File: src/rtl/class_hv_streamer_pkg.sv
// Shared hypercorex definitions used by the class HV streamer and its buffer.
package class_hv_streamer_pkg;

  localparam int unsigned ExtendCountWidth = 5;

  typedef enum logic [1:0] {
    StIdle  = 2'd0,
    StFetch = 2'd1,
    StDrain = 2'd2
  } stream_state_e;

  // Number of dimension-extension steps actually run in one pass.
  function automatic logic [ExtendCountWidth-1:0] effective_steps(
    input logic                        enable,
    input logic [ExtendCountWidth-1:0] count
  );
    return (enable && (count != '0)) ? count : ExtendCountWidth'(1);
  endfunction

endpackage

File: src/rtl/class_hv_streamer_fifo.sv
// Small synchronous FIFO holding class HVs returned by the class memory.
module fifo_buffer #(
  parameter int unsigned Depth = 2,
  parameter int unsigned Width = 512
) (
  input  logic                           clk_i,
  input  logic                           rst_i,
  input  logic                           clear_i,
  input  logic                           wr_en_i,
  input  logic [Width-1:0]               wr_data_i,
  input  logic                           rd_en_i,
  output logic [Width-1:0]               rd_data_o,
  output logic                           empty_o,
  output logic                           full_o,
  output logic [$clog2(Depth+1)-1:0]     count_o
);

  localparam int unsigned PtrWidth = (Depth > 1) ? $clog2(Depth) : 1;
  localparam int unsigned CntWidth = $clog2(Depth + 1);

  logic [Width-1:0]    mem_q [Depth];
  logic [PtrWidth-1:0] wr_ptr_q;
  logic [PtrWidth-1:0] rd_ptr_q;
  logic [CntWidth-1:0] count_q;
  logic                do_wr;
  logic                do_rd;

  // Guard pushes and pops against overflow and underflow.
  always_comb begin
    empty_o   = (count_q == '0);
    full_o    = (count_q == CntWidth'(Depth));
    do_wr     = wr_en_i && !full_o;
    do_rd     = rd_en_i && !empty_o;
    rd_data_o = mem_q[rd_ptr_q];
    count_o   = count_q;
  end

  // Storage, pointers and occupancy; clear flushes without touching storage.
  always_ff @(posedge clk_i or posedge rst_i) begin
    if (rst_i) begin
      for (int unsigned i = 0; i < Depth; i++) begin
        mem_q[i] <= '0;
      end
      wr_ptr_q <= '0;
      rd_ptr_q <= '0;
      count_q  <= '0;
    end else if (clear_i) begin
      wr_ptr_q <= '0;
      rd_ptr_q <= '0;
      count_q  <= '0;
    end else begin
      if (do_wr) begin
        mem_q[wr_ptr_q] <= wr_data_i;
        wr_ptr_q <= (wr_ptr_q == PtrWidth'(Depth - 1)) ? '0 : wr_ptr_q + PtrWidth'(1);
      end
      if (do_rd) begin
        rd_ptr_q <= (rd_ptr_q == PtrWidth'(Depth - 1)) ? '0 : rd_ptr_q + PtrWidth'(1);
      end
      case ({do_wr, do_rd})
        2'b10:   count_q <= count_q + CntWidth'(1);
        2'b01:   count_q <= count_q - CntWidth'(1);
        default: count_q <= count_q;
      endcase
    end
  end

endmodule

File: src/rtl/class_hv_streamer.sv
// Streams class hypervectors from the class memory to the associative memory,
// one read per class per extension step, with a 2-entry output buffer.
module class_hv_streamer
  import class_hv_streamer_pkg::*;
#(
  parameter int unsigned HVDimension  = 512,
  parameter int unsigned DataWidth    = 8,
  parameter int unsigned MemAddrWidth = 10
) (
  input  logic                        clk_i,
  input  logic                        rst_i,
  input  logic                        start_i,
  input  logic                        clear_i,
  input  logic [DataWidth-1:0]        num_class_i,
  input  logic                        extend_enable_i,
  input  logic [ExtendCountWidth-1:0] extend_count_i,
  input  logic [MemAddrWidth-1:0]     base_addr_i,
  output logic                        busy_o,
  output logic                        done_o,
  output logic [MemAddrWidth-1:0]     mem_addr_o,
  output logic                        mem_ren_o,
  input  logic [HVDimension-1:0]      mem_rdata_i,
  output logic [HVDimension-1:0]      class_hv_o,
  output logic                        class_hv_valid_o,
  input  logic                        class_hv_ready_i
);

  localparam int unsigned CntWidth = DataWidth + ExtendCountWidth;

  stream_state_e         state_q;
  logic [CntWidth-1:0]   reads_left_q;
  logic [CntWidth-1:0]   xfers_left_q;
  logic [CntWidth-1:0]   total;
  logic [MemAddrWidth-1:0] rd_addr_q;
  logic [MemAddrWidth-1:0] last_addr_q;
  logic [MemAddrWidth-1:0] cur_addr;
  logic                  inflight_q;
  logic                  done_q;
  logic                  fifo_empty;
  logic                  fifo_full;
  logic [1:0]            fifo_count;
  logic [2:0]            occ_after_pop;
  logic                  pop;
  logic                  start_accept;
  logic                  issue;
  logic                  last_xfer;

  // Read issue and handshake decisions for the current cycle.
  // The first read goes out in the start cycle itself, and the occupancy test
  // credits this cycle's pop, so one HV per cycle is sustained with only two
  // buffer slots against the one-cycle memory latency.
  always_comb begin
    total         = CntWidth'(num_class_i) *
                    CntWidth'(effective_steps(extend_enable_i, extend_count_i));
    pop           = class_hv_valid_o && class_hv_ready_i;
    occ_after_pop = 3'(fifo_count) + 3'(inflight_q) - 3'(pop);
    start_accept  = (state_q == StIdle) && start_i && !clear_i;
    issue         = (start_accept && (total != '0)) ||
                    (!clear_i && (state_q == StFetch) && (reads_left_q != '0) &&
                     (occ_after_pop < 3'd2));
    cur_addr      = (state_q == StIdle) ? base_addr_i : rd_addr_q;
    last_xfer     = pop && (state_q == StDrain) && (xfers_left_q == CntWidth'(1));
    mem_ren_o     = issue;
    mem_addr_o    = issue ? cur_addr : last_addr_q;
    busy_o        = (state_q != StIdle);
    done_o        = done_q;
  end

  // Address bookkeeping: next read address and the last address presented.
  always_ff @(posedge clk_i or posedge rst_i) begin
    if (rst_i) begin
      rd_addr_q   <= '0;
      last_addr_q <= '0;
    end else if (issue) begin
      rd_addr_q   <= cur_addr + MemAddrWidth'(1);
      last_addr_q <= cur_addr;
    end
  end

  // Pass sequencing: IDLE -> FETCH -> DRAIN -> IDLE, with clear as abort.
  always_ff @(posedge clk_i or posedge rst_i) begin
    if (rst_i) begin
      state_q      <= StIdle;
      reads_left_q <= '0;
      xfers_left_q <= '0;
      inflight_q   <= 1'b0;
      done_q       <= 1'b0;
    end else if (clear_i) begin
      state_q      <= StIdle;
      reads_left_q <= '0;
      xfers_left_q <= '0;
      inflight_q   <= 1'b0;
      done_q       <= 1'b0;
    end else begin
      done_q     <= 1'b0;
      inflight_q <= issue;
      case (state_q)
        StIdle: begin
          if (start_i) begin
            if (total == '0) begin
              done_q <= 1'b1;
            end else begin
              reads_left_q <= total - CntWidth'(1);
              xfers_left_q <= total;
              state_q      <= (total == CntWidth'(1)) ? StDrain : StFetch;
            end
          end
        end
        StFetch: begin
          if (pop) xfers_left_q <= xfers_left_q - CntWidth'(1);
          if (issue) begin
            reads_left_q <= reads_left_q - CntWidth'(1);
            if (reads_left_q == CntWidth'(1)) state_q <= StDrain;
          end
        end
        StDrain: begin
          if (pop) xfers_left_q <= xfers_left_q - CntWidth'(1);
          if (last_xfer) begin
            state_q <= StIdle;
            done_q  <= 1'b1;
          end
        end
        default: state_q <= StIdle;
      endcase
    end
  end

  fifo_buffer #(
    .Depth (2),
    .Width (HVDimension)
  ) u_fifo_buffer (
    .clk_i     (clk_i),
    .rst_i     (rst_i),
    .clear_i   (clear_i),
    .wr_en_i   (inflight_q),
    .wr_data_i (mem_rdata_i),
    .rd_en_i   (pop),
    .rd_data_o (class_hv_o),
    .empty_o   (fifo_empty),
    .full_o    (fifo_full),
    .count_o   (fifo_count)
  );

  assign class_hv_valid_o = !fifo_empty;

endmodule
File: config.mk
export PLATFORM = sky130hd
export DESIGN_NAME = class_hv_streamer
export DESIGN_NICKNAME = d
export VERILOG_FILES = /design/src/rtl/class_hv_streamer_pkg.sv /design/src/rtl/class_hv_streamer_fifo.sv /design/src/rtl/class_hv_streamer.sv
export SDC_FILE = /design/constraint.sdc
export NUM_CORES = 2
export LEC_CHECK = 0
export ABC_AREA = 1
export CORE_AREA = 2 2 412 414
export DETAILED_ROUTE_END_ITERATION = 16
export DIE_AREA = 0 0 414 416
export PLACE_DENSITY = 0.56
export REMOVE_ABC_BUFFERS = 1
export SYNTH_ARGS = -nofsm -noshare
export SYNTH_HDL_FRONTEND = slang
export SYNTH_SLANG_ARGS = --single-unit
File: constraint.sdc
create_clock -name clk_i -period 34.3 [get_ports clk_i]
set_clock_uncertainty 0.05 [all_clocks]
set_input_delay 6.86 -clock clk_i [delete_from_list [all_inputs] [get_ports clk_i]]
set_output_delay 6.86 -clock clk_i [all_outputs]
set_load 0.03 [all_outputs]
==> Word level (Yosys, flattened, before mapping) <==
Index checks and enable logic that the tools add are counted.
{ "word_totals": {"register_bits": 1078, "inputBits": 541, "out_inout_bits": 526, "elab_cells": 119} }
{ "classes": {"n_addsub": 10, "n_mul": 1, "order_cmp": 4, "eq_ne": 14, "muxes": 41, "n_bitwise": 3, "reduce_logical": 34} }
{ "ops": {"columns": ["operator", "n"], "rows": [
  ["$mux 512", 4],
  ["$bwmux 1024", 1],
  ["$demux 512 s1", 1],
  ["$mux 13", 8],
  ["$pmux 13 s2", 2],
  ["$eq 13x1->1 const B", 3],
  ["$sub 13x1->13 const B", 3],
  ["$reduce_bool 13->1", 2],
  ["$mux 10", 2],
  ["$mux 2", 8],
  ["$logic_and 1x1->1", 13],
  ["$logic_not 13->1", 1],
  ["$mul 8x5->13", 1],
  ["$ne 3x3->1 const B", 4],
  ["$mux 1", 11],
  ["$add 10x1->10 const B", 1],
  ["$reduce_bool 3->1", 3],
  ["$reduce_and 4->1", 2],
  ["$eq 2x2->1 const B", 3],
  ["$pmux 2 s3", 1],
  ["$reduce_bool 2->1", 3],
  ["$mux 5", 1],
  ["$reduce_and 5->1", 1],
  ["$reduce_bool 5->1", 1],
  ["other kinds (20)", 27]
]} }

==> Depth between registers and ports, before layout <==
{ "logic_depth": {"ltp_word": 10, "ltp_mapped": 31, "ltp_nobuf": 31} }

==> Hierarchy <==
From an unflattened synthesis, not the netlist that was laid out.
{ "hier_totals": {"cells_unflattened": 6239, "hier_area_um2": 49058.3} }
{ "by_module_without_submodules": {"columns": ["mod", "instances", "cells_per_inst", "area_per_inst_um2", "seq_area_each_um2"], "rows": [
  ["fifo_buffer", 1, 5496, 44001.0, 25724.7],
  ["class_hv_streamer", 1, 743, 5057.4, 1251.2]
]} }

==> Worst setup path before layout <==
OpenSTA, ideal clock, no wires.
{ "synth_path": {"path_type": "in2out", "from": "in extend_count_i[2]", "to": "out mem_addr_o[4]", "arrival_ns": 11.151, "required_ns": 27.390, "path_slack_ns": 16.239, "stages": 26, "path_buffers": 1, "path_cell_list": "nor3_1 > nand2_1 > nand2_1 > inv_1 > nand2_1 > nor2_1 > fa_1 > fa_1 > inv_1 > fa_1 > inv_1 > ha_1 > nand2_1 > nand2_1 > nand2_1 > nand3_2 > a21oi_1 > inv_1 > nand2_1 > nand2_1 > nand3_2 > nand2_4 > nand2_4 > inv_4 > buf_6 > o21ai_0"} }
{ "synth_between": {"elab_chain_len": 8} }
{ "synth_lines": {"columns": ["element", "line_no", "source"], "rows": [
  ["from (decl)", "class_hv_streamer.sv:16", "input logic [ExtendCountWidth-1:0] extend_count_i,"],
  ["$reduce_bool 5->1", "class_hv_streamer_pkg.sv:17", "return (enable && (count != '0)) ? count : ExtendCountWidth'(1);"],
  ["$logic_and 1x1->1", "class_hv_streamer_pkg.sv:17", null],
  ["$mux 5 (*)", "class_hv_streamer_pkg.sv:17", null],
  ["$mul 8x5->13 (*)", "class_hv_streamer.sv:53", "total = CntWidth'(num_class_i) *"],
  ["$reduce_bool 13->1 (*)", "class_hv_streamer.sv:58", "issue = (start_accept && (total != '0)) ||"],
  ["$logic_and 1x1->1 (*)", "class_hv_streamer.sv:58", null],
  ["$logic_or 1x1->1 (*)", "class_hv_streamer.sv:58", null],
  ["$mux 10 (*)", null, null],
  ["to (decl)", "class_hv_streamer.sv:20", "output logic [MemAddrWidth-1:0] mem_addr_o,"]
]} }
Every way passes the cells marked *; elsewhere a longest branch is shown, timed or not.

==> Final worst setup path <==
{ "layout_path": {"from": "in extend_count_i[3]", "to": "out mem_addr_o[4]"} }
The elaborated chain is that of the path after synthesis.

==> results.sh <==
export IMPL_status="complete, no violations"
export IMPL_cp_start_kind="input pin"
export IMPL_cts_tree="done"
export IMPL_clkSinkCount=1078
export IMPL_dieWidth_um=414
export IMPL_worstPathMaxFanout=24
export IMPL_num_fill_cells=17300
export IMPL_holdBufCountCts=0
export IMPL_area_growth_pct=33.8
export IMPL_max_vdd_ir_drop_uv=67.1
export IMPL_fin_crit_ns=19.47
export IMPL_async_flop_share=1.00
export IMPL_syn_area_mm2=0.0489
export IMPL_min_path_type="reg2reg"
export IMPL_p_leak_uw=0.0331
export IMPL_p_per_area_mw_per_mm2=92.0
export IMPL_multiInputGateArea_mm2=0.0180
export IMPL_grt_setup_unrepaired="false"
export IMPL_cp_required_ns=27.39
export IMPL_slew_violations=0
export IMPL_grt_pass1_wl_um=255000
export IMPL_synth_common_cells="2773 x nand2_1, 1078 x dfrtp_1, 1073 x o21ai_0"
export IMPL_register_area_mm2=0.0270
export IMPL_ys_ff_latch=1078
export IMPL_drt_first_pass_iters=5
export IMPL_core_area_mm2=0.168
export IMPL_fin_area_mm2=0.0654
export IMPL_clockBufferDepth=3
export IMPL_ys_top_cells_by_area="dfrtp_1 55%, nand2_1 21%, o21ai_0 11%"
export IMPL_r2r_start="u_fifo_buffer.count_o[0]"
export IMPL_synth_most_common_cell="nand2_1"
export IMPL_grt_overflow=0
export IMPL_ios=1067
export IMPL_ys_types=46
export IMPL_fmax_mhz=51.4
export IMPL_cts_root_buf="clkbuf_16"
export IMPL_yosys_warnings=0
export IMPL_cts_made_buffers=121
export IMPL_drc=0
export IMPL_fin_nets=7696
export IMPL_antenna_found_initial=42
export IMPL_final_antenna_net_count=0
export IMPL_fin_crit_sh=0.568
export IMPL_min_from="rd_addr_q[0]"
export IMPL_crit_start="extend_count_i[3]"
export IMPL_start_util=0.291
export IMPL_drt_wirelength_per_cell_um=17.7
export IMPL_synth_mux_area_frac=0.000410
export IMPL_arrival_ns=12.56
export IMPL_wirelength_um=167000
export IMPL_gp_congestion=0.860
export IMPL_slowest_stage="clkdlybuf4s50_1"
export IMPL_synthAdderAreaFrac=0.0165
export IMPL_synth_edf_count=0
export IMPL_viasPerCell=4.56
export IMPL_maxCapViolCount=0
export IMPL_htreeDepth=3
export IMPL_chipHeight_um=416
export IMPL_drt_iter0_markers=3957
export IMPL_io_buffers=1066
export IMPL_crit_top_cell="nand2_1"
export IMPL_final_util=0.389
export IMPL_synth_ff_type="dfrtp_1"
export IMPL_design_die_area_mm2=0.172
export IMPL_cts_resized=0
export IMPL_synthXorXnorAreaFrac=0.00287
export IMPL_postPlaceCellArea_mm2=0.0613
export IMPL_post_cts_buffers=0
export IMPL_yosysSeqAreaShare=0.552
export IMPL_worst_pin_slew_ns=1.05
export IMPL_synth_top_family_by_area="simple AND/OR/NAND/NOR gates"
export IMPL_power_uw=6020
export IMPL_drive_gt1_frac=0.0367
export IMPL_clk_latency_ns=0.74
export IMPL_slew_headroom=0.298
export IMPL_synth_simple_gate_area_frac=0.232
export IMPL_grt_max_degree=222
export IMPL_hpwl_um=117000
export IMPL_cts_clk_slew_worst_paths_ns=0.06
export IMPL_synth_avg_cell_area_um2=7.85
export IMPL_path_class="in2out"
export IMPL_synth_top_area_share=0.552
export IMPL_netlist_instances=6223
export IMPL_setup_viol=0
export IMPL_track_usage=0.190
export IMPL_cpPeakStageDelay_ns=0.73
export IMPL_vias=43000
export IMPL_synth_largest_area_cell="dfrtp_1"
export IMPL_grt_pass1_vias=41300
export IMPL_crit_path_end_kind="primary output"
export IMPL_placement_rows=151
export IMPL_synth_compound_area_frac=0.117
export IMPL_finalHoldViolations=0
==> where the power goes <==
part	internal (uW)	switching (uW)	leakage [uW]
sequential	1760	260	0.0140
clock	782	534	0.00199
combinational	965	1720	0.0171
==> critical path: cells and delay by family <==
kind	cells	cell delay (ns)
simple gates	17	2.03
buf+inv	7	1.66
fa+ha+maj	4	1.82
compound gates	1	0.14
==> layout by cell type, fill, tap and decap left out, types with 14 or more instances in the layout <==
cell | Yosys | final
nand3_1 | 45 | 44
diode_2 | 0 | 27
nand2_1 | 2773 | 2772
ha_1 | 34 | 34
dfrtp_1 | 1078 | 1077
clkdlybuf4s50_1 | 0 | 1066
o21ai_1 | 14 | 14
clkbuf_16 | 0 | 124
buf_4 | 1 | 42
clkinv_2 | 0 | 14
inv_1 | 632 | 631
nor2_1 | 81 | 81
clkbuf_8 | 1 | 32
o21ai_0 | 1073 | 1073
fa_1 | 19 | 19
clkbuf_1 | 258 | 36
a21oi_1 | 21 | 21
==> metal layers <==
layer / GRT usage / vias up / part of all wire
li1: - / 20900 / -
met1: 0.243 / 20700 / 0.43
met2: 0.309 / 1155 / 0.48
met3: 0.0556 / 238 / 0.071
met4: 0.0576 / 26 / 0.026
met5: 0 / - / 0.0011
==> area by class of cell <==
type / count / share of cell area
Sequential cell: 1078 / 0.413
Multi-Input combinational cell: 4152 / 0.276
Timing Repair Buffer: 1112 / 0.169
Clock buffer: 192 / 0.0563
Tap cell: 2218 / 0.0424
Inverter: 637 / 0.0369
Clock inverter: 27 / 0.00561
Antenna cell: 27 / 0.00103
==> state kept, by name, indices dropped and copies added, names as in the netlist <==
name	count
done_o	1
inflight_q	1
last_addr_q	10
rd_addr_q	10
reads_left_q	13
state_q	2
u_fifo_buffer.count_o	2
u_fifo_buffer.mem_q	1024
u_fifo_buffer.rd_ptr_q	1
u_fifo_buffer.wr_ptr_q	1
xfers_left_q	13
==> metrics by stage <==
| step | cells | TNS, ns | hold WS (ns) | setup WS, ns |
|---|---|---|---|---|
| finish | 9443 | 0 | 0.420 | 14.83 |
| floorplan | 5867 | -3188.22 | 0.387 | -2.96 |
| detailed placement | 9197 | 0 | 0.409 | 14.84 |
| CTS | 9416 | 0 | 0.422 | 14.83 |
| global placement | 9197 | 0 | 0.412 | 14.83 |
| global route | 9436 | 0 | 0.446 | 14.44 |
==> worst paths after layout <==
path	end	slack, ns	depth (start not counted)
worst max-delay path	mem_addr_o[4]	14.83	29
worst min-delay path	rd_addr_q[0]	0.42	2
max in group asynchronous	u_fifo_buffer.mem_q[133]	23.73	6
min in group asynchronous	done_o	6.65	2
worst max register to register	u_fifo_buffer.mem_q[312]	28.29	11
worst min register to register	rd_addr_q[0]	0.42	2
==> cell families (layout without fill, tap and decap cells) <==
logic type | Yosys count | count (layout)
AND/OR/NAND/NOR | 2953 | 2953
flip-flops | 1078 | 1078
XOR/XNOR | 16 | 16
AO/OA/AOI/OAI | 1128 | 1128
buffers and inverters | 993 | 1968
other | 0 | 27
adder cells (fa/ha/maj) | 53 | 53
multiplexers | 2 | 2
Power figures use the tool's default switching activity.
